==> config.mk <==
export PLATFORM = sky130hd
export DESIGN_NAME = lenet_mac_accumulator_flat
export DESIGN_NICKNAME = d
export VERILOG_FILES = /design/src/rtl/lenet_mac_accumulator_if.sv /design/src/rtl/lenet_mac_accumulator.sv /design/src/flat_wrapper.sv
export SDC_FILE = /design/constraint.sdc
export NUM_CORES = 1
export LEC_CHECK = 0
export CORE_MARGIN = 3
export CORE_UTILIZATION = 55
export CTS_CLUSTER_DIAMETER = 200
export CTS_CLUSTER_SIZE = 12
export DETAILED_ROUTE_END_ITERATION = 12
export PLACE_DENSITY = 0.85
export SYNTH_ARGS = -nofsm -noshare
export SYNTH_HDL_FRONTEND = slang
export SYNTH_SLANG_ARGS = --single-unit
==> constraint.sdc <==
create_clock -name clk -period 4.02 [get_ports clk]
set_input_delay 1.005 -clock clk [delete_from_list [all_inputs] [get_ports clk]]
set_output_delay 1.005 -clock clk [all_outputs]
set_load 0.01 [all_outputs]
==> src/rtl/lenet_mac_accumulator_if.sv <==
// Product-in / window-sum-out stream bundle for lenet_mac_accumulator.
// slave = accumulator side, master = producer/consumer environment side.
interface lenet_mac_accumulator_if #(
    parameter int unsigned PROD_W = 16,
    parameter int unsigned ACC_W  = 24
);
    logic              in_valid;
    logic              in_ready;
    logic [PROD_W-1:0] in_prod;
    logic              out_valid;
    logic              out_ready;
    logic [ACC_W-1:0]  out_sum;
    logic              out_ovf;

    modport slave (
        input  in_valid, in_prod, out_ready,
        output in_ready, out_valid, out_sum, out_ovf
    );

    modport master (
        output in_valid, in_prod, out_ready,
        input  in_ready, out_valid, out_sum, out_ovf
    );
endinterface

==> src/rtl/lenet_mac_accumulator.sv <==
// Sums LEN unsigned products per window and holds each result in a one-entry valid/ready buffer.
// Define ACC_SATURATE_EN to clamp on carry-out instead of wrapping modulo 2^ACC_W.
module lenet_mac_accumulator #(
    parameter int unsigned PROD_W = 16,
    parameter int unsigned ACC_W  = 24,
    parameter int unsigned LEN    = 25,
    parameter int unsigned CNT_W  = 16
) (
    input  logic                  clk,
    input  logic                  rst_n,
    lenet_mac_accumulator_if.slave bus
);
    typedef enum logic {
        ACCUM = 1'b0,
        HOLD  = 1'b1
    } state_t;

    localparam logic [CNT_W-1:0] LAST_CNT = CNT_W'(LEN - 1);

    state_t           state;
    state_t           state_nxt;
    logic [ACC_W-1:0] acc;
    logic [CNT_W-1:0] cnt;
    logic             ovf;
    logic [ACC_W-1:0] sum_q;
    logic             ovf_q;

    logic [ACC_W:0]   sum;
    logic             carry;
    logic [ACC_W-1:0] next_val;
    logic             accept;
    logic             last_beat;

    assign bus.in_ready  = (state == ACCUM);
    // out_valid is set exactly on entry to HOLD and cleared on leaving it, so it decodes from state
    assign bus.out_valid = (state == HOLD);
    assign bus.out_sum   = sum_q;
    assign bus.out_ovf   = ovf_q;

    always_comb begin
        sum       = {1'b0, acc} + (ACC_W + 1)'(bus.in_prod);
        carry     = ovf | sum[ACC_W];
        accept    = bus.in_valid & bus.in_ready;
        last_beat = (cnt == LAST_CNT);
`ifdef ACC_SATURATE_EN
        // once clamped, acc is all-ones so every later nonzero beat carries again and re-clamps
        next_val  = carry ? '1 : sum[ACC_W-1:0];
`else
        next_val  = sum[ACC_W-1:0];
`endif
    end

    always_comb begin
        state_nxt = state;
        case (state)
            ACCUM:   if (accept && last_beat) state_nxt = HOLD;
            HOLD:    if (bus.out_ready)       state_nxt = ACCUM;
            default: state_nxt = ACCUM;
        endcase
    end

    always_ff @(posedge clk) begin
        if (!rst_n) begin
            state <= ACCUM;
        end else begin
            state <= state_nxt;
        end
    end

    always_ff @(posedge clk) begin
        if (!rst_n) begin
            acc   <= '0;
            cnt   <= '0;
            ovf   <= 1'b0;
            sum_q <= '0;
            ovf_q <= 1'b0;
        end else if (accept) begin
            if (last_beat) begin
                sum_q <= next_val;
                ovf_q <= carry;
                acc   <= '0;
                cnt   <= '0;
                ovf   <= 1'b0;
            end else begin
                acc   <= next_val;
                ovf   <= carry;
                cnt   <= cnt + 1'b1;
            end
        end
    end
endmodule

==> src/flat_wrapper.sv <==
// flat-port wrapper written by rule: the top's interface ports become plain ports
module lenet_mac_accumulator_flat 
#(
    parameter int unsigned PROD_W = 16,
    parameter int unsigned ACC_W  = 24,
    parameter int unsigned LEN    = 25,
    parameter int unsigned CNT_W  = 16
)
  (clk, rst_n, bus_in_valid, bus_in_prod, bus_out_ready, bus_in_ready, bus_out_valid, bus_out_sum, bus_out_ovf);
  lenet_mac_accumulator_if #(.PROD_W(PROD_W), .ACC_W(ACC_W)) bus_i ();
  input  logic clk;
  input  logic rst_n;
  input wire logic [$bits(bus_i.in_valid)-1:0] bus_in_valid;
  input wire logic [$bits(bus_i.in_prod)-1:0] bus_in_prod;
  input wire logic [$bits(bus_i.out_ready)-1:0] bus_out_ready;
  output wire logic [$bits(bus_i.in_ready)-1:0] bus_in_ready;
  output wire logic [$bits(bus_i.out_valid)-1:0] bus_out_valid;
  output wire logic [$bits(bus_i.out_sum)-1:0] bus_out_sum;
  output wire logic [$bits(bus_i.out_ovf)-1:0] bus_out_ovf;
  assign bus_i.in_valid = bus_in_valid;
  assign bus_i.in_prod = bus_in_prod;
  assign bus_i.out_ready = bus_out_ready;
  assign bus_in_ready = bus_i.in_ready;
  assign bus_out_valid = bus_i.out_valid;
  assign bus_out_sum = bus_i.out_sum;
  assign bus_out_ovf = bus_i.out_ovf;
  lenet_mac_accumulator #(.PROD_W(PROD_W), .ACC_W(ACC_W), .LEN(LEN), .CNT_W(CNT_W)) u_core (.clk(clk), .rst_n(rst_n), .bus(bus_i));
endmodule
# == After elaboration in Yosys (flattened, before gate mapping) ==
# Index checks and enable logic that the tools add are counted.
# totals
regBits,67
input_bits,20
output_inout_bits,27
wordCells,20
# classes
addsub,2
n_eq_ne,1
muxes,6
bitwise_logic,3
reduce_logical,2
# ops
op,n
$add A24 B16 Y25,1
$mux W24,1
$add A16 B1 Y16 const B,1
$eq A16 B5 Y1 const B,1
$mux W16,1
$mux W1,3
$pmux W1 S2,1
$reduce_and A2 Y1,1
$and A1 B1 Y1,1
$logic_and A1 B1 Y1,1
$not A1 Y1,1
$or A1 B1 Y1,1

# == Logic depth before layout (Yosys ltp) ==
# depth
word_depth,5
depth_mapped,10
ltp_nobuf,9

# == Worst setup path before layout ==
# No wires, ideal clock.
# synth_path
kind,input port to flip-flop
from,in bus_in_prod[0]
to,reg u_core.sum_q[22] (netlist: u_core.bus.out_sum[22])
setup_ns,0.087
arrival_ns,3.060
required_time_ns,3.933
slack_ns,0.873
stages,9
n_path_buf,0
cell_sequence,ha_1 > fa_1 > a21oi_1 > o22ai_1 > o311a_1 > o21ai_1 > or2_2 > xor2_1 > a211oi_1
# synth_between
elab_chain_len,1
# synth_rtl
element,line_no,rtl
start: declaration,flat_wrapper.sv:14,input wire logic [$bits(bus_i.in_prod)-1:0] bus_in_prod;
$add A24 B16 Y25,lenet_mac_accumulator.sv:41,"sum = {1'b0, acc} + (ACC_W + 1)'(bus.in_prod);"
end signal: assignment,lenet_mac_accumulator.sv:79,sum_q <= next_val;
end: declaration,lenet_mac_accumulator.sv:25,logic [ACC_W-1:0] sum_q;
# Every way passes these cells.
# A chain may end at the register's enable or synchronous reset.

# == Worst setup path in the final report ==
# layout_path
from,in bus_in_prod[0]
to,reg u_core.sum_q[18] (netlist: u_core.bus.out_sum[18])
# Same word-level chain as after synthesis.

==> flow_summary.yaml <==
outcome:
  outcome: "complete, no violations"
clock_tree:
  cts_setup_buffers: 0
  clockRootBuffer: "clkbuf_8"
  cts-resized-gates: 0
  clock_latency_ns: 0.35
  cts_tree: "built"
  path_clk_slew_ns: 0.07
  numCtsBuffers: 9
  holdBufCountCts: 0
  cts_num_sinks: 67
  cts_buffer_depth: 2
  cts-htree-levels: 3
timing:
  setup_viol: 0
  slew_violations: 0
  tightest_slew_ns: 0.6803
  slew_headroom: 0.5451
  timing.fmax_ghz: 0.3058
  rsz0062_at_grt: "false"
  fin_skew_ns: 0.004438
  fin_setup_tns_ns: 0
  fin_crit_sh: 0.8135
  hold_violations: 0
  fin_crit_ns: 3.270
drt:
  drc_errors: 0
  ant_nets: 0
  routedWlPerCell_um: 15.20
  firstDrtPassIters: 4
  wirelength_um: 8145
  vias: 3085
  drtIter0Drc: 174
  via_per_inst: 5.756
floorplan:
  fp.dieH_um: 84.65
  fp-row-count: 28
  io-pin-count: 47
  dieArea_um2: 7165
  fp.dieW_um: 84.65
  start_util: 0.5712
  design.core.area_um2: 5956
power:
  ir_worst_vdd_uv: 213.5
  leakage_nw: 1.596
  p_per_area_nw_per_um2: 387.6
yosys:
  syn_nets: 449
  ys_seq_area_frac: 0.3943
  ys_warn_count: 0
  synth_area_um2: 3402
  async_reset_ff_frac: 0
  ys.flop_type: "dfxtp_1"
  synth_cell_types: 51
  ys_seq_elements: 67
  synth_cells: 410
  synth-edff-count: 0
  syn_avg_cell_area_um2: 8.298
worst_setup_path:
  worstPathRequired_ns: 4.28
  worstSetupPathType: "in2reg"
  path_max_fanout: 10
  worstPathArrival_ns: 3.53
  cp-end-kind: "flip-flop"
  cp_top_family: "compound AO/OA/AOI/OAI gates"
  slowest_delay_ns: 0.41
  cp_slowest_cell: "clkdlybuf4s50_1"
  crit_chain: "clkdlybuf4s50_1, ha_1, fa_1, a21oi_1, o22ai_1, o311a_1, o21ai_1, buf_4, nor2_1, xnor2_1, a211oi_1"
  worst-path-buf-inv: 2
  critPathLaunchType: "primary input"
place:
  dpl.hpwl_um: 5771
  gp_congestion: 0.9149
  placed_cell_area_um2: 3935
  portBuffers: 46
cells_and_area:
  final_cell_mix: "dfxtp_1, nand2_1, clkdlybuf4s50_1, nor2_1, a21oi_1"
  final.fill_count: 504
  final_area_um2: 4148
  final_common_cell: "dfxtp_1"
  num_antenna_cells: 0
  synthToLayoutAreaGrowth_pct: 21.92
  drive_gt1_frac: 0.05640
  nNetsFinal: 496
global_route:
  overflow: 0
  antenna_found_initial: 0
  grt_max_degree: 26
  grt_util_all_layers: 0.2392
  grt_pass1_wl_um: 13900
  grt_pass1_vias: 3123
flow_run:
  cap_violations: 0
worst_hold_path:
  hold_class: "reg2reg"
==> synthesized netlist by cell type (2+ instances only) <==
| library cell | instances | area share |
|---|---|---|
| a211oi_1 | 5 | 0.011 |
| a21o_1 | 5 | 0.011 |
| a21oi_1 | 39 | 0.057 |
| a221o_1 | 2 | 0.0059 |
| a22o_1 | 5 | 0.013 |
| a22oi_1 | 8 | 0.018 |
| a31oi_1 | 4 | 0.0074 |
| and2_1 | 4 | 0.0074 |
| and3_1 | 6 | 0.011 |
| buf_2 | 4 | 0.0059 |
| clkbuf_1 | 11 | 0.012 |
| dfxtp_1 | 67 | 0.39 |
| ha_1 | 18 | 0.066 |
| inv_1 | 13 | 0.014 |
| mux2i_1 | 3 | 0.0088 |
| nand2_1 | 46 | 0.051 |
| nand2b_1 | 3 | 0.0055 |
| nand3_1 | 16 | 0.024 |
| nand4_1 | 5 | 0.0092 |
| nor2_1 | 42 | 0.046 |
| nor3_1 | 2 | 0.0029 |
| o21ai_0 | 30 | 0.044 |
| o22ai_1 | 2 | 0.0037 |
| or3_1 | 8 | 0.015 |
| or4_1 | 4 | 0.0088 |
| xnor2_1 | 16 | 0.041 |
| xor2_1 | 18 | 0.046 |
==> registers in the layout (all words and copies together) (netlist names) <==
name,count
u_core.bus.out_sum,24
u_core.ovf,1
u_core.bus.out_ovf,1
u_core.bus.out_valid,1
u_core.cnt,16
u_core.acc,24
==> kinds of logic (layout without fill, tap and decap cells) <==
kind of cell / Yosys count / in the layout / synth area share
xor+xnor: 34 / 34 / 0.08753
simple gates: 147 / 147 / 0.2056
fa+ha+maj: 19 / 19 / 0.07209
compound gates: 110 / 110 / 0.1949
buf+inv: 30 / 81 / 0.03678
mux: 3 / 3 / 0.008827
flops: 67 / 67 / 0.3943
==> report_power, final <==
group,total [mW],internal (mW),switching [mW]
sequential,0.705,0.689,0.0157
combinational,0.309,0.132,0.177
clock,0.594,0.351,0.243
==> layout make-up <==
type,count,area [µm²],share of cell area
clock buffers,14,182.7,0.04404
clock inverters,1,30.03,0.007240
inverters,14,52.55,0.01267
multi-input cells,313,1942,0.4682
flip-flops and latches,67,1341,0.3234
well taps,75,93.84,0.02262
repair buffers,52,505.5,0.1219
==> worst register-to-register path, stage by stage, from the launching register on <==
cell     delay (ns)
dfxtp_1        0.35
or4_1          0.59
or4_1          0.60
or2_4          0.34
nand2_4        0.19
nor2_2         0.19
a21oi_1        0.18
o21ai_0        0.08
==> layer usage <==
metal	up-vias	routed length (µm)	GRT usage
met5	-	0	0
met4	0	140	0.1007
met3	11	460	0.05888
met2	80	4028	0.4178
met1	1454	3514	0.2775
li1	1540	-	-
==> metrics by stage <==
stage	power (mW)	utilization	instances	hold slack (ns)	setup slack (ns)
after CTS	1.616	0.6964	536	0.4595	0.7674
after global routing	1.688	0.6964	536	0.4818	0.5539
after detailed placement	1.021	0.6607	521	0.4496	0.4048
after global placement	1.010	0.6607	521	0.4408	0.4260
after floorplan	0.9454	-	410	0.4291	0.8729
final	1.608	0.6964	536	0.4541	0.7496
==> path summary, 6_finish.rpt <==
check / slack (ns) / from / cells past startpoint / endpoint
worst max-delay path: 0.75 / bus_in_prod[0] / 11 / u_core.bus.out_sum[18]
worst min-delay path: 0.45 / u_core.bus.out_sum[4] / 2 / u_core.bus.out_sum[4]
worst max register to register: 1.39 / u_core.cnt[6] / 7 / u_core.acc[16]
worst min register to register: 0.45 / u_core.bus.out_sum[4] / 2 / u_core.bus.out_sum[4]
Power figures use the tool's default switching activity.
